[config.mk]
export PLATFORM = sky130hd
export DESIGN_NAME = load_store_unit
export DESIGN_NICKNAME = d
export VERILOG_FILES = /design/src/rtl/load_store_unit.sv
export SDC_FILE = /design/constraint.sdc
export NUM_CORES = 1
export LEC_CHECK = 0
export BUFFER_PORTS_ARGS = -buffer_cell sky130_fd_sc_hd__buf_4
export CAP_MARGIN = 20
export CORE_UTILIZATION = 45
export CTS_BUF_LIST = sky130_fd_sc_hd__clkbuf_4 sky130_fd_sc_hd__clkbuf_8
export DETAILED_ROUTE_END_ITERATION = 6
export PLACE_DENSITY = 0.78
export SLEW_MARGIN = 20
export SYNTH_ARGS = -nofsm -noshare
export SYNTH_HDL_FRONTEND = slang
export SYNTH_SLANG_ARGS = --single-unit
[constraint.sdc]
create_clock -name clk -period 8.45 [get_ports clk]
set_input_delay 1.69 -clock clk [delete_from_list [all_inputs] [get_ports clk]]
set_output_delay 1.69 -clock clk [all_outputs]
set_load 0.005 [all_outputs]
[src/rtl/load_store_unit.sv]
// Load/store unit for a byte-addressed 32-bit little-endian data memory.
// Takes one request at a time and checks its size, alignment and range.
// Sub-word stores use read-modify-write. Loads are extracted from the word
// and extended. Every output is a flop, loaded from the next-state decode.
module load_store_unit #(
  parameter int MEM_BYTES = 1024,
  parameter int READ_LAT  = 1
) (
  input  logic        clk,
  input  logic        rst,
  input  logic        req_valid,
  output logic        req_ready,
  input  logic        req_write,
  input  logic [1:0]  req_size,
  input  logic        req_signed,
  input  logic [31:0] req_addr,
  input  logic [31:0] req_wdata,
  output logic        resp_valid,
  output logic [31:0] resp_rdata,
  output logic        resp_err,
  output logic [31:0] mem_addr,
  output logic [31:0] mem_wdata,
  input  logic [31:0] mem_rdata,
  output logic        mem_read_sig,
  output logic        mem_wrt_sig
);

  typedef enum logic [1:0] {
    S_IDLE = 2'd0,
    S_RD   = 2'd1,
    S_WR   = 2'd2,
    S_RESP = 2'd3
  } state_t;

  localparam int              CNT_W    = (READ_LAT > 1) ? $clog2(READ_LAT) : 1;
  localparam logic [CNT_W-1:0] CNT_LAST = CNT_W'(READ_LAT - 1);
  localparam logic [32:0]     MEM_END  = 33'(MEM_BYTES);

  // Number of bytes touched by an access of the given size code.
  function automatic logic [32:0] size_bytes(input logic [1:0] size);
    logic [32:0] n;
    case (size)
      2'd0:    n = 33'd1;
      2'd1:    n = 33'd2;
      default: n = 33'd4;
    endcase
    return n;
  endfunction

  // Illegal size, misalignment, or an access running past the end of memory.
  function automatic logic req_error(input logic [31:0] addr, input logic [1:0] size);
    logic align_err;
    logic range_err;
    case (size)
      2'd0:    align_err = 1'b0;
      2'd1:    align_err = addr[0];
      2'd2:    align_err = (addr[1:0] != 2'b00);
      default: align_err = 1'b1;
    endcase
    range_err = (({1'b0, addr} + size_bytes(size)) > MEM_END);
    return align_err | range_err;
  endfunction

  // Select the addressed byte/half lane of a word and extend it to 32 bits.
  function automatic logic [31:0] load_extract(input logic [31:0] word, input logic [1:0] size,
                                               input logic [1:0] lane, input logic sgn);
    logic [31:0] sh;
    logic [31:0] res;
    sh = word >> {lane, 3'b000};
    case (size)
      2'd0:    res = {{24{sgn & sh[7]}}, sh[7:0]};
      2'd1:    res = {{16{sgn & sh[15]}}, sh[15:0]};
      default: res = word;
    endcase
    return res;
  endfunction

  // Overlay the right-justified store data onto the addressed lanes of a word.
  function automatic logic [31:0] store_merge(input logic [31:0] word, input logic [31:0] wdata,
                                              input logic [1:0] size, input logic [1:0] lane);
    logic [31:0] mask;
    logic [31:0] data;
    case (size)
      2'd0: begin
        mask = 32'h0000_00FF << {lane, 3'b000};
        data = wdata << {lane, 3'b000};
      end
      2'd1: begin
        mask = 32'h0000_FFFF << {lane[1], 4'b0000};
        data = wdata << {lane[1], 4'b0000};
      end
      default: begin
        mask = 32'hFFFF_FFFF;
        data = wdata;
      end
    endcase
    return (word & ~mask) | (data & mask);
  endfunction

  state_t           state_q, state_d;
  logic [CNT_W-1:0] rd_cnt_q, rd_cnt_d;
  logic             write_q, write_d;
  logic [1:0]       size_q, size_d;
  logic             signed_q, signed_d;
  logic [1:0]       lane_q, lane_d;
  logic [31:0]      wdata_q, wdata_d;
  logic             req_ready_q, req_ready_d;
  logic             resp_valid_q, resp_valid_d;
  logic [31:0]      resp_rdata_q, resp_rdata_d;
  logic             resp_err_q, resp_err_d;
  logic [31:0]      mem_addr_q, mem_addr_d;
  logic [31:0]      mem_wdata_q, mem_wdata_d;
  logic             mem_read_q, mem_read_d;
  logic             mem_wrt_q, mem_wrt_d;

  // Next-state, request capture and registered-output decode.
  always_comb begin
    state_d      = state_q;
    rd_cnt_d     = rd_cnt_q;
    write_d      = write_q;
    size_d       = size_q;
    signed_d     = signed_q;
    lane_d       = lane_q;
    wdata_d      = wdata_q;
    mem_addr_d   = mem_addr_q;
    mem_wdata_d  = mem_wdata_q;
    resp_rdata_d = 32'd0;
    resp_err_d   = 1'b0;
    case (state_q)
      S_IDLE: begin
        if (req_valid) begin
          write_d    = req_write;
          size_d     = req_size;
          signed_d   = req_signed;
          lane_d     = req_addr[1:0];
          wdata_d    = req_wdata;
          mem_addr_d = {req_addr[31:2], 2'b00};
          rd_cnt_d   = '0;
          if (req_error(req_addr, req_size)) begin
            state_d    = S_RESP;
            resp_err_d = 1'b1;
          end else if (!req_write || (req_size != 2'd2)) begin
            state_d = S_RD;
          end else begin
            state_d     = S_WR;
            mem_wdata_d = req_wdata;
          end
        end else begin
          state_d = S_IDLE;
        end
      end
      S_RD: begin
        if (rd_cnt_q == CNT_LAST) begin
          if (write_q) begin
            state_d     = S_WR;
            mem_wdata_d = store_merge(mem_rdata, wdata_q, size_q, lane_q);
          end else begin
            state_d      = S_RESP;
            resp_rdata_d = load_extract(mem_rdata, size_q, lane_q, signed_q);
          end
        end else begin
          rd_cnt_d = rd_cnt_q + CNT_W'(1);
        end
      end
      S_WR:    state_d = S_RESP;
      S_RESP:  state_d = S_IDLE;
      default: state_d = S_IDLE;
    endcase
    req_ready_d  = (state_d == S_IDLE);
    resp_valid_d = (state_d == S_RESP);
    mem_read_d   = (state_d == S_RD);
    mem_wrt_d    = (state_d == S_WR);
  end

  // State and output registers with synchronous reset.
  always_ff @(posedge clk) begin
    if (rst) begin
      state_q      <= S_IDLE;
      rd_cnt_q     <= '0;
      write_q      <= 1'b0;
      size_q       <= 2'd0;
      signed_q     <= 1'b0;
      lane_q       <= 2'd0;
      wdata_q      <= 32'd0;
      req_ready_q  <= 1'b1;
      resp_valid_q <= 1'b0;
      resp_rdata_q <= 32'd0;
      resp_err_q   <= 1'b0;
      mem_addr_q   <= 32'd0;
      mem_wdata_q  <= 32'd0;
      mem_read_q   <= 1'b0;
      mem_wrt_q    <= 1'b0;
    end else begin
      state_q      <= state_d;
      rd_cnt_q     <= rd_cnt_d;
      write_q      <= write_d;
      size_q       <= size_d;
      signed_q     <= signed_d;
      lane_q       <= lane_d;
      wdata_q      <= wdata_d;
      req_ready_q  <= req_ready_d;
      resp_valid_q <= resp_valid_d;
      resp_rdata_q <= resp_rdata_d;
      resp_err_q   <= resp_err_d;
      mem_addr_q   <= mem_addr_d;
      mem_wdata_q  <= mem_wdata_d;
      mem_read_q   <= mem_read_d;
      mem_wrt_q    <= mem_wrt_d;
    end
  end

  assign req_ready    = req_ready_q;
  assign resp_valid   = resp_valid_q;
  assign resp_rdata   = resp_rdata_q;
  assign resp_err     = resp_err_q;
  assign mem_addr     = mem_addr_q;
  assign mem_wdata    = mem_wdata_q;
  assign mem_read_sig = mem_read_q;
  assign mem_wrt_sig  = mem_wrt_q;

endmodule

==> results.py <==
metrics = {
    "run_status": {
        "outcome": "finished, final reports clean",
    },
    "final_layout": {
        "final_common_cell": "nand2_1",
        "seqCellArea_mm2": 0.00278,
        "final_core_util": 0.580,
        "nNetsFinal": 1292,
        "drive_gt1_frac": 0.228,
        "synthToLayoutAreaGrowth_pct": 24.7,
        "diodes": 0,
        "multi_input_area_mm2": 0.00458,
        "mostFrequentLayoutCells": "225 x nand2_1, 214 x buf_4, 150 x a21oi_1",
        "fill_cells": 1571,
    },
    "logic_synthesis": {
        "syn_avg_cell_area_um2": 7.49,
        "ys_seq_elements": 139,
        "ys_seq_area_frac": 0.357,
        "async_reset_ff_frac": 0,
        "synth_warnings": 0,
        "synth_cell_types": 66,
        "synthCells": 1042,
        "synth_edf_count": 0,
        "ys.flop_type": "dfxtp_1",
        "synthesis.area_mm2": 0.00780,
    },
    "placement": {
        "hpwl_mm": 18.2,
        "place_ws_ns": 2.63,
        "io_buffers": 201,
        "gp_congestion": 0.894,
    },
    "clocking": {
        "clk_path_buf_depth": 2,
        "clk_pin_slew_worst_paths_ns": 0.08,
        "cts_tree": "yes",
        "cts_setup_buffers": 0,
        "worstSkewPairLatency_ns": 0.46,
        "htree_levels": 4,
        "cts_hold_buf": 0,
        "cts-resized-gates": 0,
        "cts.sinks": 139,
        "cts_buffers": 17,
        "root_buffer": "clkbuf_8",
    },
    "timing": {
        "hold_slack_ns": 0.458,
        "slew_headroom": 0.271,
        "worstMarginPinSlew_ns": 1.09,
        "period_share": 0.635,
        "fin_skew_ns": 0.0161,
        "slew_violations": 0,
        "layout_min_cycle_time_ns": 5.37,
        "fmax_ghz": 0.186,
        "setup_viol": 0,
        "grt_setup_unrepaired": "false",
        "fin_setup_tns_ns": 0,
        "hold_violations": 0,
        "worst_slack_ns": 3.08,
    },
    "die": {
        "start_util": 0.466,
        "die_w_um": 134,
        "die_h_um": 134,
        "coreArea_mm2": 0.0168,
        "die-area_mm2": 0.0179,
        "row_count": 47,
        "io-pin-count": 204,
    },
    "critical_path": {
        "rrSetupSlack_ns": 5.14,
        "worstReg2RegStart": "size_q[0]",
        "rr_worst_depth": 8,
        "critPathKind": "in -> reg",
        "end_kind": "flip-flop",
        "worstPathRequired_ns": 8.74,
        "arrival_ns": 5.66,
        "cp-start-kind": "input pin",
        "worst_r2r_endpoint": "mem_wdata[18]",
        "crit_path_max_fanout": 41,
    },
    "route": {
        "drc_errors": 0,
        "post_drt_via_cell_ratio": 5.98,
        "drtPass1Iterations": 5,
        "postRouteAntennaNets": 0,
        "drtIter0Drc": 883,
        "wl_per_cell_um": 18.3,
        "wl_mm": 25.9,
        "vias": 8455,
    },
    "global_route": {
        "grt_pass1_vias": 7804,
        "grt_pass1_wl_mm": 40.8,
        "grt_overflow": 0,
        "grt_max_degree": 100,
        "track_usage": 0.289,
        "antenna_found_initial": 0,
    },
    "run": {
        "cap_viol_max_count": 0,
    },
    "pwr": {
        "powerDensity_mw_per_mm2": 193,
        "p_leak_nw": 3.83,
        "worst_ir_drop_vdd_mv": 0.131,
    },
    "min_path": {
        "min_path_cells": 2,
        "hold_end": "mem_addr[27]",
        "worstHoldStart": "mem_addr[27]",
        "hold_class": "reg -> reg",
    },
}
## state kept, by name, indices dropped and copies added, names as in the netlist
register	count
mem_wdata	32
resp_rdata	32
resp_err	1
signed_q	1
size_q	2
req_ready	1
mem_read_sig	1
resp_valid	1
state_q	2
write_q	1
mem_addr	30
wdata_q	32
lane_q	2
mem_wrt_sig	1
## power by group
part,leakage [nW],internal [mW],total (mW),switching (mW)
Clock,0.204,0.301,0.580,0.279
Sequential,1.14,0.721,0.777,0.0559
Combinational,2.49,0.216,0.516,0.300
## logic make-up (layout without fill, tap and decap cells)
logic type | after synthesis | after routing | synth area share
other | 1 | 2 | 0.000481
adder cells (fa/ha/maj) | 7 | 7 | 0.0122
AND/OR/NAND/NOR | 438 | 438 | 0.263
flip-flops | 139 | 139 | 0.357
XOR/XNOR | 8 | 8 | 0.00898
buffers and inverters | 111 | 263 | 0.0593
multiplexers | 30 | 30 | 0.0415
AO/OA/AOI/OAI | 308 | 308 | 0.258
## cell type report
type	instances	share of cell area
multi-input cells	793	0.471
inverters	17	0.00656
clock inverters	13	0.0171
clock buffers	19	0.0256
well taps	220	0.0283
flip-flops and latches	139	0.286
repair buffers	214	0.165
## per-layer routing
layer	track usage	vias up	part of all wire
met5	0	-	0
met4	0.122	0	0.034
met3	0.0712	62	0.086
met2	0.471	389	0.47
met1	0.362	3950	0.41
li1	-	4054	-
## worst max-delay path by stage
stage	startpoint	end	slack, ns	cells after the start
2_1_floorplan	req_size[1]	mem_wdata[24]	3.60	13
4_1_cts	req_size[1]	mem_wdata[26]	3.14	14
5_1_grt	req_size[1]	mem_wdata[17]	2.80	14
6_report	req_size[1]	mem_wdata[26]	3.08	14
3_3_place_gp	req_size[1]	mem_wdata[16]	2.74	14
3_5_place_dp	req_size[1]	mem_wdata[28]	2.63	14
## per-stage QoR
| stage | instances | cell area [um2] | power [mW] |
|---|---|---|---|
| floorplan | 1043 | 7810 | 1.07 |
| global placement | 1383 | 9310 | 1.29 |
| detailed placement | 1383 | 9310 | 1.30 |
| CTS | 1415 | 9720 | 1.87 |
| global route | 1415 | 9730 | 1.96 |
| finish | 1415 | 9730 | 1.87 |
## critical path, stage by stage
cell	delay (ns)
buf_4	0.12
nor2_1	0.05
ha_1	0.20
fa_1	0.44
a2111o_1	0.43
a221o_1	0.31
a221oi_2	0.29
a21oi_1	0.11
nand3b_1	0.16
or4_1	0.40
buf_4	0.26
nor2_1	0.71
buf_4	0.34
o311ai_1	0.12
## synth_stat cells, types with 3 or more instances
master     number  area (um2)
nand2_1       226         848
a21oi_1       152         761
dfxtp_1       139        2780
nor2_1         86         323
clkbuf_1       75         282
a32oi_1        32         280
or4b_1         32         320
nand3_1        27         135
o311ai_1       24         210
mux2i_1        20         200
inv_1          16        60.1
nor3_1         16        80.1
o21ai_0        12        60.1
a31oi_1        11        68.8
and3_1         10        62.6
mux2_2          9         101
o22ai_1         9        56.3
o2111ai_1       8        70.1
o221ai_1        8        70.1
a22oi_1         7        52.6
xnor2_1         7        61.3
buf_1           6        22.5
buf_2           6        30.0
ha_1            6        75.1
nand2b_1        6        37.5
nand4_1         6        37.5
o211ai_1        6        45.0
o21a_1          6        45.0
o22a_1          5        43.8
or2_2           5        31.3
a211oi_1        4        30.0
buf_6           4        45.0
nor2b_1         4        25.0
or3_1           4        25.0
a21o_1          3        22.5
and2_1          3        18.8
o31ai_1         3        22.5
No activity file was read; power rests on OpenSTA's default activity.
